--- src/rtl/ap_ctrl_txn_tracker_pkg.sv ---
// Shared types and default widths for the ap_ctrl_hs transaction tracker.
// Record layout and tracker state encoding live here.
package ap_trace_pkg;

  localparam int CYC_W_DEF      = 32;
  localparam int ID_W_DEF       = 16;
  localparam int STATE_W_DEF    = 3;
  localparam int FIFO_DEPTH_DEF = 8;
  localparam int DROP_W         = 16;

  typedef enum logic [1:0] {
    IDLE      = 2'd0,
    RUN       = 2'd1,
    WAIT_CONT = 2'd2
  } trk_state_t;

  typedef struct packed {
    logic [ID_W_DEF-1:0]  id;
    logic [CYC_W_DEF-1:0] latency;
    logic [CYC_W_DEF-1:0] iters;
  } trace_rec_t;

endpackage

--- src/rtl/ap_ctrl_txn_tracker_if.sv ---
// Tracker bus: observed ap_ctrl_hs handshake plus the record
// valid/ready stream toward the monitor.
interface ap_ctrl_txn_tracker_if
  import ap_trace_pkg::*;
#(
  parameter int CYC_W   = CYC_W_DEF,
  parameter int ID_W    = ID_W_DEF,
  parameter int STATE_W = STATE_W_DEF
);

  logic               ap_start;
  logic               ap_ready;
  logic               ap_done;
  logic               ap_continue;
  logic [STATE_W-1:0] cur_state;
  logic [STATE_W-1:0] iter_start_state;

  logic               rec_valid;
  logic               rec_ready;
  logic [ID_W-1:0]    rec_txn_id;
  logic [CYC_W-1:0]   rec_latency;
  logic [CYC_W-1:0]   rec_iters;

  modport master (
    input  ap_start,
    input  ap_ready,
    input  ap_done,
    input  ap_continue,
    input  cur_state,
    input  iter_start_state,
    input  rec_ready,
    output rec_valid,
    output rec_txn_id,
    output rec_latency,
    output rec_iters
  );

  modport slave (
    output ap_start,
    output ap_ready,
    output ap_done,
    output ap_continue,
    output cur_state,
    output iter_start_state,
    output rec_ready,
    input  rec_valid,
    input  rec_txn_id,
    input  rec_latency,
    input  rec_iters
  );

endinterface

--- src/rtl/ap_ctrl_txn_tracker_fifo.sv ---
// Small synchronous record FIFO; head is read straight from the
// storage registers, so a push becomes visible one cycle later.
module trace_record_fifo
  import ap_trace_pkg::*;
#(
  parameter type rec_t = trace_rec_t,
  parameter int  DEPTH = FIFO_DEPTH_DEF
) (
  input  logic clk,
  input  logic rst_n,
  input  logic push,
  input  logic pop,
  input  rec_t din,
  output rec_t dout,
  output logic full,
  output logic empty
);

  localparam int AW = $clog2(DEPTH);

  rec_t          mem [DEPTH];
  logic [AW-1:0] wr_ptr;
  logic [AW-1:0] rd_ptr;
  logic [AW:0]   count;
  logic          do_push;
  logic          do_pop;

  assign empty   = (count == '0);
  assign full    = (count == (AW+1)'(DEPTH));
  assign do_pop  = pop & ~empty;
  // a pop frees the slot the push is about to take when full
  assign do_push = push & (~full | do_pop);
  assign dout    = empty ? '0 : mem[rd_ptr];

  always_ff @(posedge clk or negedge rst_n) begin
    if (!rst_n) begin
      wr_ptr <= '0;
      rd_ptr <= '0;
      count  <= '0;
    end else begin
      if (do_push)
        wr_ptr <= wr_ptr + AW'(1);
      if (do_pop)
        rd_ptr <= rd_ptr + AW'(1);
      unique case ({do_push, do_pop})
        2'b10:   count <= count + (AW+1)'(1);
        2'b01:   count <= count - (AW+1)'(1);
        default: count <= count;
      endcase
    end
  end

  always_ff @(posedge clk) begin
    if (do_push)
      mem[wr_ptr] <= din;
  end

endmodule

--- src/rtl/ap_ctrl_txn_tracker.sv ---
// ap_ctrl_hs transaction probe: per-transaction id, start->done
// latency and loop iteration count, buffered for a monitor.
module ap_ctrl_txn_tracker
  import ap_trace_pkg::*;
#(
  parameter int              CYC_W      = CYC_W_DEF,
  parameter int              ID_W       = ID_W_DEF,
  parameter int              STATE_W    = STATE_W_DEF,
  parameter int              FIFO_DEPTH = FIFO_DEPTH_DEF,
  parameter bit              ONE_STATE  = 1'b0,
  parameter logic [CYC_W-1:0] CYC_INIT  = '0
) (
  input  logic                  clock,
  input  logic                  reset,
  input  logic                  enable,
  ap_ctrl_txn_tracker_if.master bus,
  output logic [DROP_W-1:0]     drop_cnt,
  output logic                  busy,
  output logic                  proto_err
);

  localparam logic [1:0] S_IDLE = IDLE;
  localparam logic [1:0] S_RUN  = RUN;
  localparam logic [1:0] S_WAIT = WAIT_CONT;

  typedef struct packed {
    logic [ID_W-1:0]  id;
    logic [CYC_W-1:0] latency;
    logic [CYC_W-1:0] iters;
  } rec_t;

  logic [1:0]         state;
  logic [1:0]         state_nxt;
  logic [CYC_W-1:0]   cyc;
  logic [CYC_W-1:0]   cyc_start;
  logic [CYC_W-1:0]   iters;
  logic [CYC_W-1:0]   iters_nxt;
  logic [ID_W-1:0]    txn_id;
  logic [STATE_W-1:0] prev_state;
  logic               start;
  logic               iter_hit;
  logic               push;
  logic               pop;
  logic               full;
  logic               empty;
  rec_t               push_rec;
  rec_t               head;

  assign iter_hit = (bus.cur_state == bus.iter_start_state) &&
                    (ONE_STATE || prev_state != bus.iter_start_state);

  always_comb begin
    state_nxt = state;
    iters_nxt = iters;
    start     = 1'b0;
    push      = 1'b0;
    push_rec  = '0;
    unique case (state)
      S_IDLE: begin
        if (enable && bus.ap_start) begin
          start     = 1'b1;
          iters_nxt = '0;
          push_rec.id = txn_id;
          if (bus.ap_done) begin
            push      = 1'b1;
            state_nxt = bus.ap_continue ? S_IDLE : S_WAIT;
          end else begin
            state_nxt = S_RUN;
          end
        end
      end
      S_RUN: begin
        if (iter_hit && iters != '1)
          iters_nxt = iters + CYC_W'(1);
        if (bus.ap_done) begin
          push             = 1'b1;
          push_rec.id      = txn_id;
          push_rec.latency = cyc - cyc_start;
          push_rec.iters   = iters_nxt;
          state_nxt = bus.ap_continue ? S_IDLE : S_WAIT;
        end
      end
      S_WAIT: begin
        if (bus.ap_continue)
          state_nxt = S_IDLE;
      end
      default: state_nxt = S_IDLE;
    endcase
  end

  always_ff @(posedge clock or negedge reset) begin
    if (!reset) begin
      state      <= S_IDLE;
      cyc        <= CYC_INIT;
      cyc_start  <= '0;
      iters      <= '0;
      txn_id     <= '0;
      prev_state <= '0;
      drop_cnt   <= '0;
      proto_err  <= 1'b0;
    end else begin
      cyc   <= cyc + CYC_W'(1);
      state <= state_nxt;
      iters <= iters_nxt;
      if (start) begin
        cyc_start  <= cyc;
        prev_state <= bus.cur_state;
      end else if (state == S_RUN) begin
        prev_state <= bus.cur_state;
      end
      // id advances even when the record is dropped
      if (push)
        txn_id <= txn_id + ID_W'(1);
      if (push && full && !pop && drop_cnt != '1)
        drop_cnt <= drop_cnt + DROP_W'(1);
      if (state == S_IDLE && (bus.ap_done || bus.ap_ready) && !bus.ap_start)
        proto_err <= 1'b1;
    end
  end

  assign busy = (state != S_IDLE);
  assign pop  = bus.rec_valid & bus.rec_ready;

  trace_record_fifo #(
    .rec_t (rec_t),
    .DEPTH (FIFO_DEPTH)
  ) u_fifo (
    .clk   (clock),
    .rst_n (reset),
    .push  (push),
    .pop   (pop),
    .din   (push_rec),
    .dout  (head),
    .full  (full),
    .empty (empty)
  );

  assign bus.rec_valid   = ~empty;
  assign bus.rec_txn_id  = head.id;
  assign bus.rec_latency = head.latency;
  assign bus.rec_iters   = head.iters;

endmodule

--- src/flat_wrapper.sv ---
// flat-port wrapper written by rule: the top's interface ports become plain ports
module ap_ctrl_txn_tracker_flat import ap_trace_pkg::*;
#(
  parameter int              CYC_W      = CYC_W_DEF,
  parameter int              ID_W       = ID_W_DEF,
  parameter int              STATE_W    = STATE_W_DEF,
  parameter int              FIFO_DEPTH = FIFO_DEPTH_DEF,
  parameter bit              ONE_STATE  = 1'b0,
  parameter logic [CYC_W-1:0] CYC_INIT  = '0
)
  (clock, reset, enable, drop_cnt, busy, proto_err, bus_ap_start, bus_ap_ready, bus_ap_done, bus_ap_continue, bus_cur_state, bus_iter_start_state, bus_rec_ready, bus_rec_valid, bus_rec_txn_id, bus_rec_latency, bus_rec_iters);
  ap_ctrl_txn_tracker_if #(.CYC_W(CYC_W), .ID_W(ID_W), .STATE_W(STATE_W)) bus_i ();
  input  logic clock;
  input  logic reset;
  input  logic enable;
  output logic [DROP_W-1:0] drop_cnt;
  output logic busy;
  output logic proto_err;
  input wire logic [$bits(bus_i.ap_start)-1:0] bus_ap_start;
  input wire logic [$bits(bus_i.ap_ready)-1:0] bus_ap_ready;
  input wire logic [$bits(bus_i.ap_done)-1:0] bus_ap_done;
  input wire logic [$bits(bus_i.ap_continue)-1:0] bus_ap_continue;
  input wire logic [$bits(bus_i.cur_state)-1:0] bus_cur_state;
  input wire logic [$bits(bus_i.iter_start_state)-1:0] bus_iter_start_state;
  input wire logic [$bits(bus_i.rec_ready)-1:0] bus_rec_ready;
  output wire logic [$bits(bus_i.rec_valid)-1:0] bus_rec_valid;
  output wire logic [$bits(bus_i.rec_txn_id)-1:0] bus_rec_txn_id;
  output wire logic [$bits(bus_i.rec_latency)-1:0] bus_rec_latency;
  output wire logic [$bits(bus_i.rec_iters)-1:0] bus_rec_iters;
  assign bus_i.ap_start = bus_ap_start;
  assign bus_i.ap_ready = bus_ap_ready;
  assign bus_i.ap_done = bus_ap_done;
  assign bus_i.ap_continue = bus_ap_continue;
  assign bus_i.cur_state = bus_cur_state;
  assign bus_i.iter_start_state = bus_iter_start_state;
  assign bus_i.rec_ready = bus_rec_ready;
  assign bus_rec_valid = bus_i.rec_valid;
  assign bus_rec_txn_id = bus_i.rec_txn_id;
  assign bus_rec_latency = bus_i.rec_latency;
  assign bus_rec_iters = bus_i.rec_iters;
  ap_ctrl_txn_tracker #(.CYC_W(CYC_W), .ID_W(ID_W), .STATE_W(STATE_W), .FIFO_DEPTH(FIFO_DEPTH), .ONE_STATE(ONE_STATE), .CYC_INIT(CYC_INIT)) u_core (.clock(clock), .reset(reset), .enable(enable), .bus(bus_i), .drop_cnt(drop_cnt), .busy(busy), .proto_err(proto_err));
endmodule
--- config.mk ---
export PLATFORM = sky130hd
export DESIGN_NAME = ap_ctrl_txn_tracker_flat
export DESIGN_NICKNAME = d
export VERILOG_FILES = /design/src/rtl/ap_ctrl_txn_tracker_pkg.sv /design/src/rtl/ap_ctrl_txn_tracker_if.sv /design/src/rtl/ap_ctrl_txn_tracker_fifo.sv /design/src/rtl/ap_ctrl_txn_tracker.sv /design/src/flat_wrapper.sv
export SDC_FILE = /design/constraint.sdc
export NUM_CORES = 1
export LEC_CHECK = 0
export ABC_AREA = 0
export CAP_MARGIN = 20
export CORE_MARGIN = 2
export CORE_UTILIZATION = 44
export DETAILED_ROUTE_END_ITERATION = 12
export SYNTH_ARGS = -nofsm -noshare
export SYNTH_HDL_FRONTEND = slang
export SYNTH_SLANG_ARGS = --single-unit
--- constraint.sdc ---
create_clock -name clock -period 9.85 [get_ports clock]
set_input_delay 1.97 -clock clock [delete_from_list [all_inputs] [get_ports clock]]
set_output_delay 1.97 -clock clock [all_outputs]
set_load 0.01 [all_outputs]
==> results.txt <==
Outcome: complete, no violations
Fin. Hold Viols: 0
Global-route wire length before repair: 111 mm
Setup_tns: 0 ps
Largest net degree at the start of global routing: 87
Post-synth EDFFs: 640
Post-synth ARST share: 18.4%
Peak Freq: 172 MHz
Final Max Slew Viols: 0
Maximum VDD drop: 0.248 mV
Critical-path top delay cell: buf_4
Post-synth top area cell: edfxtp_1
Syn_area_per_cell: 16.0 um^2
Critical path type: reg2out
Area after DPL: 35500 um^2
Grt ovf: 0
Post-Syn Instances: 2075
IO buf count: 112
Die ar.: 77800 um^2
Worst path bufs/invs: 2
Worst path required time: 7880 ps
Seq/Total Area, Yosys: 68.6%
Via density: 5.57
Worst Reg2Reg Path Length in Cells: 7
Max Cap Viol: 0
Hold depth: 2
Layout cell share with drive strength beyond 1: 15.0%
Initial Util: 44.5%
Post-CTS Setup Bufs: 0
CTS tree: yes
Initial DRC count: 1562
Worst min path class: reg2reg
Crit-path max FO: 65
Clock Skew: 18.8 ps
Clk pin slew, worst setup/hold paths: 60 ps
Worst Max-Slew Pin Slew: 1000 ps
Non-filler cells, final: 3241
Nets: 2260
Vias: 18047
Ranking of synthesized cells by area: edfxtp_1, dfrtp_1, mux4_2, mux2i_1, nor2_1
FF-to-FF Start: u_core.state[0]
I/O pins: 113
Total CTS buffers: 81
Synth-to-Final Area Change: 15.1%
Tmin final: 5830 ps
Leak: 13.7 nW
Detailed Place HPWL: 42.8 mm
CTS Root Cell: clkbuf_16
Tot GR Track Use: 18.8%
Worst flop-to-flop path endpoint: u_core.u_fifo.mem[4][50]
Cell area after synthesis: 33300 um^2
Latest clock arrival within the worst-skew pair: 630 ps
Die width: 279 um
Placed insts: 3086
Antenna Violating Nets Remaining: 0
Hold Startpoint: u_core.proto_err
Core Region: 74700 um^2
Synth Flop Type: edfxtp_1
Endpoints failing setup: 0
Pwr dens: 254 nW/um^2
Final Instance Area: 38300 um^2
Inserted Diodes: 0
RD Place Congestion: 0.842
Max stage delay on crit path: 890 ps
Worst EP arrival: 3860 ps
Synth Warn #: 0
Hold buffers post-CTS: 0
Initial antenna violation count: 0
Synth cell types: 63
Area share of the leading cell type in the synthesized netlist: 57.8%
Maximum clock path buffer count: 3
CP delay by family, top: buffers and inverters
Site row count: 100
Post-cts sizing count: 0
Synth Register Bits: 784
Crit-path cells: buf_4 -> mux4_2 -> mux2i_1 -> nor2_1 -> clkdlybuf4s50_1
Critical path capture point type: output port
H-Tree Depth: 3
Post-synthesis net count: 2131
Worst relative slew slack: 33.3%
Initial DRT Pass Iterations: 5
Worst Hold Endpoint: u_core.proto_err
R2R setup slack: 5800 ps
Final Power: 9.71 mW
Final WL: 71.8 mm
Fin crit share: 59.2%
Vias in the first global route: 18811
RSZ-0062 raised after global routing: false
Post-route DRC: 0
Wirelength per Cell: 22.2 um
Sink Count: 784
Die H: 279 um
Element type at the critical path start: flop
-- worst register-to-register path, cell delays in order, from the launching register on --
cell	delay (ps)
dfrtp_1	450
a21oi_1	140
nor2_2	740
nand2_1	360
or3_1	610
nor2_4	160
buf_4	520
buf_4	670
-- registers in the layout, indices dropped and copies added (netlist names) --
register and flops:
u_core.prev_state 3, u_core.state 2, u_core.cyc 32, u_core.txn_id 16
u_core.u_fifo.count 4, u_core.iters 32, u_core.drop_cnt 16, u_core.u_fifo.rd_ptr 3
u_core.u_fifo.mem 640, u_core.proto_err 1, u_core.u_fifo.wr_ptr 3, u_core.cyc_start 32
-- Yosys cell counts (all sizes together) (14+ instances only) --
cell type  instances
clkbuf            62
inv               56
nor2             190
buf               36
nor2b             18
nand4             31
nand3             39
a21oi             53
nand2            120
mux4             160
edfxtp           640
ha                40
o31ai             14
xnor2             67
o21ai             82
nor3              14
mux2i             81
and3              30
xor2              62
dfrtp            144
a31oi             25
-- report_power, final --
group | switching [mW] | internal [mW] | leakage (nW) | total, mW
Sequential | 0.188 | 3.74 | 7.92 | 3.93
Combinational | 1.29 | 1.41 | 4.50 | 2.71
Clock | 1.25 | 1.81 | 1.29 | 3.07
Total | 2.74 | 6.97 | 13.7 | 9.71
-- worst max-delay path by stage --
stage,start,to,slack [ps],cells past startpoint
final,u_core.u_fifo.rd_ptr[1],bus_rec_iters[11],4020,5
after global routing,u_core.u_fifo.rd_ptr[1],bus_rec_iters[11],3790,5
after CTS,u_core.u_fifo.rd_ptr[0],bus_rec_iters[11],3690,5
after detailed placement,bus_ap_start,u_core.u_fifo.mem[4][36],3680,8
after global placement,bus_ap_start,u_core.u_fifo.mem[4][36],3780,8
after floorplan,enable,u_core.u_fifo.mem[0][0],810,6
-- routing by layer --
metal  up-vias  part of all wire, %  global-route usage [%]
li1       8223                    -                       -
met1      9279                   45                    26.0
met2       436                   48                    30.9
met3       109                  4.7                    3.03
met4         0                  2.3                    5.24
met5         -                    0                       0
-- cell type report --
cell class	instances	area (um^2)
well taps	969	1210
flip-flops and latches	784	22800
fillers	6070	36400
repair buffers	144	1450
clock buffers	115	2250
multi-input cells	1137	9900
inverters	56	210
clock inverters	36	433
-- layout by cell type, fill, tap and decap left out, drive strengths merged, types with 23 or more instances in the layout --
cell type        n
clkdlybuf4s50  111
buf             32
and3            30
nand3           39
xor2            62
nor2           190
o21ai           82
clkbuf         116
clkinv          23
nand2          120
a21oi           53
xnor2           67
a31oi           25
mux2i           81
dfrtp          144
inv             58
mux4           160
nand4           31
ha              40
edfxtp         640
-- cell families after synthesis --
family	share of synthesized area, %
AO/OA/AOI/OAI	4.18
AND/OR/NAND/NOR	6.92
flip-flops	68.6
XOR/XNOR	3.40
adder cells (fa/ha/maj)	1.62
buffers and inverters	1.89
multiplexers	13.4
-- stage by stage --
step	hold WS [ps]	utilization [%]	worst slack (ps)
final	483	51.3	4020
after global placement	453	47.6	3780
after CTS	484	51.2	3690
after detailed placement	464	47.6	3680
after global routing	501	51.3	3790
after floorplan	438	-	812
(Power assumes the default switching activity.)
